`src/rtl/alu_seq_param.sv`:
```
// Signed multi-cycle ALU: ADD/SUB/logic in one cycle, shift-add MUL and restoring DIV over WIDTH iterations.
// start is honoured only in IDLE; done pulses once per accepted op, with result/err_code registered on that cycle.
module alu_seq_param #(
  parameter int WIDTH = 8
) (
  input  logic               clk,
  input  logic               reset,
  input  logic               start,
  input  logic [2:0]         op,
  input  logic [WIDTH-1:0]   in_a,
  input  logic [WIDTH-1:0]   in_b,
  output logic               busy,
  output logic               done,
  output logic [2*WIDTH-1:0] result,
  output logic [1:0]         err_code
);
  localparam int CW = $clog2(WIDTH + 1);

  localparam logic [2:0] OP_ADD = 3'd0;
  localparam logic [2:0] OP_SUB = 3'd1;
  localparam logic [2:0] OP_MUL = 3'd2;
  localparam logic [2:0] OP_DIV = 3'd3;
  localparam logic [2:0] OP_AND = 3'd4;
  localparam logic [2:0] OP_OR  = 3'd5;
  localparam logic [2:0] OP_XOR = 3'd6;

  typedef enum logic [1:0] {S_IDLE, S_CALC, S_FIX, S_DONE} state_t;
  state_t state, state_nxt;

  // hi/lo: partial product for MUL, remainder/quotient-shift pair for DIV
  logic [WIDTH-1:0] hi, lo, opb;
  logic [CW-1:0]    cnt;
  logic             is_div, neg_q, neg_r;
  logic [1:0]       err_pend;

  logic [WIDTH-1:0]   a_mag, b_mag;
  logic               div_zero, div_ovf, multi;
  logic [WIDTH:0]     sum_add, sum_sub;
  logic [2*WIDTH-1:0] quick_res;
  logic [1:0]         quick_err;

  assign a_mag    = in_a[WIDTH-1] ? -in_a : in_a;
  assign b_mag    = in_b[WIDTH-1] ? -in_b : in_b;
  assign div_zero = (op == OP_DIV) && (in_b == '0);
  assign div_ovf  = (op == OP_DIV) && (in_a == {1'b1, {(WIDTH-1){1'b0}}}) && (in_b == '1);
  assign multi    = (op == OP_MUL) || ((op == OP_DIV) && !div_zero);
  assign sum_add  = {in_a[WIDTH-1], in_a} + {in_b[WIDTH-1], in_b};
  assign sum_sub  = {in_a[WIDTH-1], in_a} - {in_b[WIDTH-1], in_b};

  always_comb begin
    quick_res = '0;
    quick_err = 2'b00;
    case (op)
      OP_ADD:  quick_res = {{(WIDTH-1){sum_add[WIDTH]}}, sum_add};
      OP_SUB:  quick_res = {{(WIDTH-1){sum_sub[WIDTH]}}, sum_sub};
      OP_AND:  quick_res = {{WIDTH{1'b0}}, in_a & in_b};
      OP_OR:   quick_res = {{WIDTH{1'b0}}, in_a | in_b};
      OP_XOR:  quick_res = {{WIDTH{1'b0}}, in_a ^ in_b};
      OP_DIV:  quick_err = 2'b01;
      OP_MUL:  quick_err = 2'b00;
      default: quick_err = 2'b11;
    endcase
  end

  // One iteration of either algorithm; remainder < divisor keeps both in WIDTH bits
  logic [WIDTH:0]   mul_sum, div_shift, div_diff;
  logic [WIDTH-1:0] hi_nxt, lo_nxt;

  assign mul_sum   = {1'b0, hi} + {1'b0, (lo[0] ? opb : {WIDTH{1'b0}})};
  assign div_shift = {hi, lo[WIDTH-1]};
  assign div_diff  = div_shift - {1'b0, opb};

  always_comb begin
    hi_nxt = mul_sum[WIDTH:1];
    lo_nxt = {mul_sum[0], lo[WIDTH-1:1]};
    if (is_div) begin
      hi_nxt = div_diff[WIDTH] ? div_shift[WIDTH-1:0] : div_diff[WIDTH-1:0];
      lo_nxt = {lo[WIDTH-2:0], ~div_diff[WIDTH]};
    end
  end

  logic [2*WIDTH-1:0] prod, mul_fix, div_fix;
  assign prod    = {hi, lo};
  assign mul_fix = neg_q ? -prod : prod;
  assign div_fix = {(neg_r ? -hi : hi), (neg_q ? -lo : lo)};

  always_ff @(posedge clk) begin
    if (!reset) state <= S_IDLE;
    else        state <= state_nxt;
  end

  always_comb begin
    state_nxt = state;
    case (state)
      S_IDLE:  if (start) state_nxt = multi ? S_CALC : S_DONE;
      S_CALC:  if (cnt == CW'(WIDTH - 1)) state_nxt = S_FIX;
      S_FIX:   state_nxt = S_DONE;
      S_DONE:  state_nxt = S_IDLE;
      default: state_nxt = S_IDLE;
    endcase
  end

  assign busy = (state != S_IDLE);
  assign done = (state == S_DONE);

  always_ff @(posedge clk) begin
    if (!reset) begin
      result   <= '0;
      err_code <= 2'b00;
      hi       <= '0;
      lo       <= '0;
      opb      <= '0;
      cnt      <= '0;
      is_div   <= 1'b0;
      neg_q    <= 1'b0;
      neg_r    <= 1'b0;
      err_pend <= 2'b00;
    end else begin
      case (state)
        S_IDLE: if (start) begin
          is_div   <= (op == OP_DIV);
          neg_q    <= in_a[WIDTH-1] ^ in_b[WIDTH-1];
          neg_r    <= in_a[WIDTH-1];
          err_pend <= div_ovf ? 2'b10 : 2'b00;
          cnt      <= '0;
          if (multi) begin
            hi  <= '0;
            lo  <= a_mag;
            opb <= b_mag;
          end else begin
            result   <= quick_res;
            err_code <= quick_err;
          end
        end
        S_CALC: begin
          hi  <= hi_nxt;
          lo  <= lo_nxt;
          cnt <= cnt + CW'(1);
        end
        S_FIX: begin
          result   <= is_div ? div_fix : mul_fix;
          err_code <= err_pend;
        end
        default: ;
      endcase
    end
  end
endmodule
```
`config.mk`:
```
export PLATFORM = sky130hd
export DESIGN_NAME = alu_seq_param
export DESIGN_NICKNAME = d
export VERILOG_FILES = /design/src/rtl/alu_seq_param.sv
export SDC_FILE = /design/constraint.sdc
export NUM_CORES = 1
export LEC_CHECK = 0
export BUFFER_PORTS_ARGS = -buffer_cell sky130_fd_sc_hd__buf_2
export CAP_MARGIN = 20
export CORE_MARGIN = 10
export CORE_UTILIZATION = 40
export DETAILED_ROUTE_END_ITERATION = 8
export SETUP_SLACK_MARGIN = 0.15
export SYNTH_ARGS = -nofsm -noshare
export SYNTH_HDL_FRONTEND = slang
export SYNTH_SLANG_ARGS = --single-unit
export TNS_END_PERCENT = 10
```
`constraint.sdc`:
```
create_clock -name clk -period 2.8 [get_ports clk]
set_input_delay 0.56 -clock clk [delete_from_list [all_inputs] [get_ports clk]]
set_output_delay 0.56 -clock clk [all_outputs]
set_load 0.005 [all_outputs]
```
Yosys cells after proc, flatten, opt, wreduce, memory -nomap -nowiden. Cells that the tools add are included.

Input port bits: 22. Output and inout port bits: 20. Word-level logic and storage cells: 92. Register bits: 53.

Muxes and demuxes: 31. $add $sub $neg: 10. Bitwise gates (word level): 5. Equal/unequal tests: 16. Reduce and logical (&&, ||, !) cells: 19.

Operators with widths (count): $mux W8 (12); $pmux W16 S5 (1); $mux W16 (4); $neg A8 Y8 (4); $pmux W16 S2 (1); $pmux W8 S2 (2); $add A8 B8 Y9 (2); $eq A8 B8 Y1 const B (2); $neg A16 Y16 (1); $mux W2 (6); $eq A3 B3 Y1 const B (3); $reduce_and A3 Y1 (3); $sub A8 B8 Y9 (1); $sub A9 B8 Y9 (1); $and A8 B8 Y8 (1); $logic_not A8 Y1 (1); $ne A2 B2 Y1 const B (4); $or A8 B8 Y8 (1); $pmux W2 S2 (2); $pmux W2 S4 (1); $pmux W4 S2 (1); $xor A8 B8 Y8 (1); $eq A3 B2 Y1 const B (2); $reduce_and A2 Y1 (3); 15 further kinds (21).

Longest topological paths before layout.
Depth after elaboration: 8. Depth in mapped cells: 14. Depth with buffers taken out: 14.

Worst setup path before layout. No wires, ideal clock.

Path kind: input-to-reg. Start: input port op[1]. End: register result[9]. Arrival: 2.927 ns. Data required time: 2.726 ns. Setup time: 0.074 ns. Setup slack: -0.201 ns. Cell stages on the path: 13. Buffers on the path: 2. Cell sequence: buf_2 -> buf_1 -> nor2_1 -> nand2_1 -> nand2_1 -> xnor2_1 -> ha_1 -> a211oi_1 -> nor2_1 -> o41ai_1 -> xnor2_1 -> nand2_1 -> a31oi_1.

Word-level cells in the longest chain between the ends: 7. Elaborated cells between the ends (all ways): 17. Classes of those cells: eq/ne: 7; mux: 4; reduce/logical: 6.

Ends and longest elaborated chain: start, declared (RTL line 9) `input logic [2:0] op,`; branches (longest 7 deep; another with $pmux W16 S5); end signal, assigned (RTL line 131) `result <= quick_res;`; end signal, assigned (RTL line 141) `result <= is_div ? div_fix : mul_fix;`; end, declared (RTL line 14) `output logic [2*WIDTH-1:0] result,`.

Parallel ways; which one is timed is not known. The select of a mux whose other input is x is not followed. A chain may end at the register's enable or synchronous reset.

Worst setup path after layout.
Start: register lo[7]. End: register hi[7].

Word-level cells in the longest chain between the ends: 4.

Ends and longest elaborated chain: start, declared (RTL line 31) `logic [WIDTH-1:0] hi, lo, opb;`; start signal, assigned (RTL line 128) `lo <= a_mag;`; start signal, assigned (RTL line 137) `lo <= lo_nxt;`; $sub A9 B8 Y9 (RTL line 71) `assign div_diff = div_shift - {1'b0, opb};`; $mux W8 (RTL line 77) `hi_nxt = div_diff[WIDTH] ? div_shift[WIDTH-1:0] : div_diff[WIDTH-1:0];`; $mux W8 (RTL line 76) `if (is_div) begin`; $pmux W8 S2 (RTL line 119) `case (state)`; end signal, assigned (RTL line 136) `hi <= hi_nxt;`; end, declared (RTL line 31).

Every way passes these cells.

==> flow_summary.toml <==
[sta]
tightest_slew_ns = 0.555
hold_slack_ns = 0.463
finalHoldViolations = 0
min_period_ns = 2.61
fin_skew_ns = 0.00771
rsz0062_at_grt = "yes"
fin_ws_ns = 0.185
final-setup-viol-count = 0
fmax_mhz = 382
maxSlewViolCount = 0
max_slew_margin_pct = 62.7
finalCritPeriodShare_pct = 93.4

[synthesis]
yosysSeqAreaShare_pct = 22.2
synth_common_cells = "a21oi_1, nand2_1, nor2_1, dfxtp_1, ha_1"
synth.area.top_cells = "dfxtp_1, ha_1, a21oi_1, xnor2_1, mux2i_1"
ys_warn_count = 0
syn_area_um2 = 4700
synthFlopType = "dfxtp_1"
synthArstFlopShare_pct = 0
synthCells = 607
synth_seq_cells = 52
yosysTopAreaCellShare_pct = 22.2
yosysMostFrequentCell = "a21oi_1"
ys_types = 67
synth_top_cell_by_area = "dfxtp_1"
syn_nets = 683
synth-edff-count = 0
syn_area_per_cell_um2 = 7.74

[global_route]
gr-total-overflow = 0
grt_pass1_vias = 4500
antenna_found_initial = 0
grt_pass1_wl_um = 22600
track_usage_pct = 16.5
grt_max_degree = 37

[setup_path]
crit_path_max_fanout = 9
cp-startpoint = "lo[7]$_SDFFE_PN0P_"
cpPeakStageDelay_ns = 0.38
worstPathArrival_ns = 2.85
path_cells = "inv_1 -> ha_1 -> inv_1 -> fa_2 -> a211oi_2 -> nor3_1 -> nor2_2 -> xnor2_4 -> buf_4 -> mux2i_1 -> a211o_1 -> a21oi_1"
reg2reg_depth = 12
crit_required_ns = 3.03
reg2reg_slack_ns = 0.19
crit_slowest_cell = "fa_2"
critPathKind = "reg2reg"
cp_common_cell = "inv_1"
cp-start-kind = "register"
timing.rr.start = "lo[7]$_SDFFE_PN0P_"
crit_path_end_kind = "register"
cp-endpoint = "hi[7]$_SDFFE_PN0P_"
rr_endpoint = "hi[7]$_SDFFE_PN0P_"

[routing]
routed_via_density = 5.59
antenna_left = 0
vias = 4566
post_drt_wl_per_cell_um = 17.0
finalWirelength_um = 13900
drt-initial-drc-count = 305
first_pass_iters = 5
drc = 0

[clock_network]
ctsHtreeMaxLevel = 2
path_clk_slew_ns = 0.08
cts_tree = "yes"
cts_root_buf = "clkbuf_16"
clkLatencyLatePin_ns = 0.30
numCtsBuffers = 5
clock_sinks = 52
cts_buffer_depth = 2

[placement]
port_buffers = 41
dp_slack_ns = -0.207
hpwl_um = 11000
gp_congestion = 0.902
place_inst = 804

[layout]
num_antenna_cells = 0
nets = 749
regArea_um2 = 1040
fill_cells = 1148
finalCoreUtilization_pct = 48.4
fin_cells = 817
drive_gt1_share_pct = 19.7
multi_input_area_um2 = 3450
area_growth_pct = 18.1

[min_path]
hold_path_class = "reg2reg"

[floorplan]
coreArea_um2 = 11500
io_pins = 42
dieWidth_um = 128
initial_core_util_pct = 41.0
die_area_um2 = 16500
die_y_um = 128
rows = 39

[power]
power_density_nw_per_um2 = 655
ir_drop_v = 0.000322
finalPower_uw = 3640
p_leak_uw = 0.00229

[run_status]
status = "finished, final reports clean"

[flow_run]
cap_violations = 0
critical path, delay by kind of cell (launching register included):
| family | cells | cell delay [ns] |
|---|---|---|
| xor gates and xnor gates | 1 | 0.21 |
| DFF | 1 | 0.36 |
| AOI/OAI and AO/OA | 3 | 0.72 |
| muxes | 1 | 0.07 |
| adders and majority gates | 2 | 0.55 |
| buffers and inverters | 3 | 0.33 |
| and+or+nand+nor | 2 | 0.32 |
report_power, final:
group / switching [µW] / internal (µW)
registers: 142 / 903
logic: 1160 / 788
clock network: 307 / 340
cell usage in the layout (no fill, tap or decap), types with 13 or more instances in the layout:
cell and count:
a211oi_1 15, a21oi_1 64, buf_2 41, buf_4 47, dfxtp_1 52, ha_1 50, inv_1 38, mux2i_1 21
nand2_1 52, nor2_1 52, nor3_1 13, o21ai_0 38, xnor2_1 37
what timing repair did:
action                                 CTS  global route
resized for setup                        7             9
endpoints found under the hold margin    0             0
setup endpoints to repair                5            16
hold buffers                             0             0
pin swaps                                4             7
setup buffers                            1             4
layer usage:
layer	routed length [µm]	vias up	track usage (%)	share of wire, %
li1	-	2301	-	-
met1	6510	2133	21.6	47
met2	6590	117	27.6	47
met3	596	15	2.71	4.3
met4	200	0	3.77	1.4
met5	0	-	0	0
kinds of logic after synthesis:
group	count (synthesis)	synth area share, %
AOI/OAI and AO/OA	186	24.8
xor gates and xnor gates	44	8.60
adders and majority gates	54	14.9
muxes	25	5.41
and+or+nand+nor	174	18.0
buffers and inverters	72	6.18
DFF	52	22.2
state kept, by name (all words and copies together), names as in the netlist:
name,flops
result,16
hi,8
lo,8
opb,8
cnt,4
err_code,2
state,2
err_pend,1
is_div,1
neg_q,1
neg_r,1
layout make-up:
| cell class | instances | share of cell area [%] |
|---|---|---|
| Inverter | 43 | 3.07 |
| Clock buffer | 5 | 2.26 |
| Timing Repair Buffer | 88 | 10.1 |
| Sequential cell | 52 | 18.8 |
| Tap cell | 143 | 3.23 |
| Multi-Input combinational cell | 483 | 62.1 |
| Clock inverter | 3 | 0.496 |
stage by stage:
step	setup TNS, ns	instance area (µm²)
final	0	5550
after global routing	0	5550
after CTS	0	5490
after global placement	-0.612	5290
after detailed placement	-1.49	5290
after floorplan	0	4730
worst min-delay path by stage:
stage	from	endpoint	slack [ns]	cells past startpoint
2_1_floorplan	result[1]$_SDFFE_PN0P_	result[1]$_SDFFE_PN0P_	0.45	2
3_3_place_gp	result[2]$_SDFFE_PN0P_	result[2]$_SDFFE_PN0P_	0.44	2
3_5_place_dp	result[1]$_SDFFE_PN0P_	result[1]$_SDFFE_PN0P_	0.45	2
4_1_cts	result[1]$_SDFFE_PN0P_	result[1]$_SDFFE_PN0P_	0.47	2
5_1_grt	result[1]$_SDFFE_PN0P_	result[1]$_SDFFE_PN0P_	0.48	2
6_report	result[2]$_SDFFE_PN0P_	result[2]$_SDFFE_PN0P_	0.46	2
No activity file was read; power rests on OpenSTA's default activity.
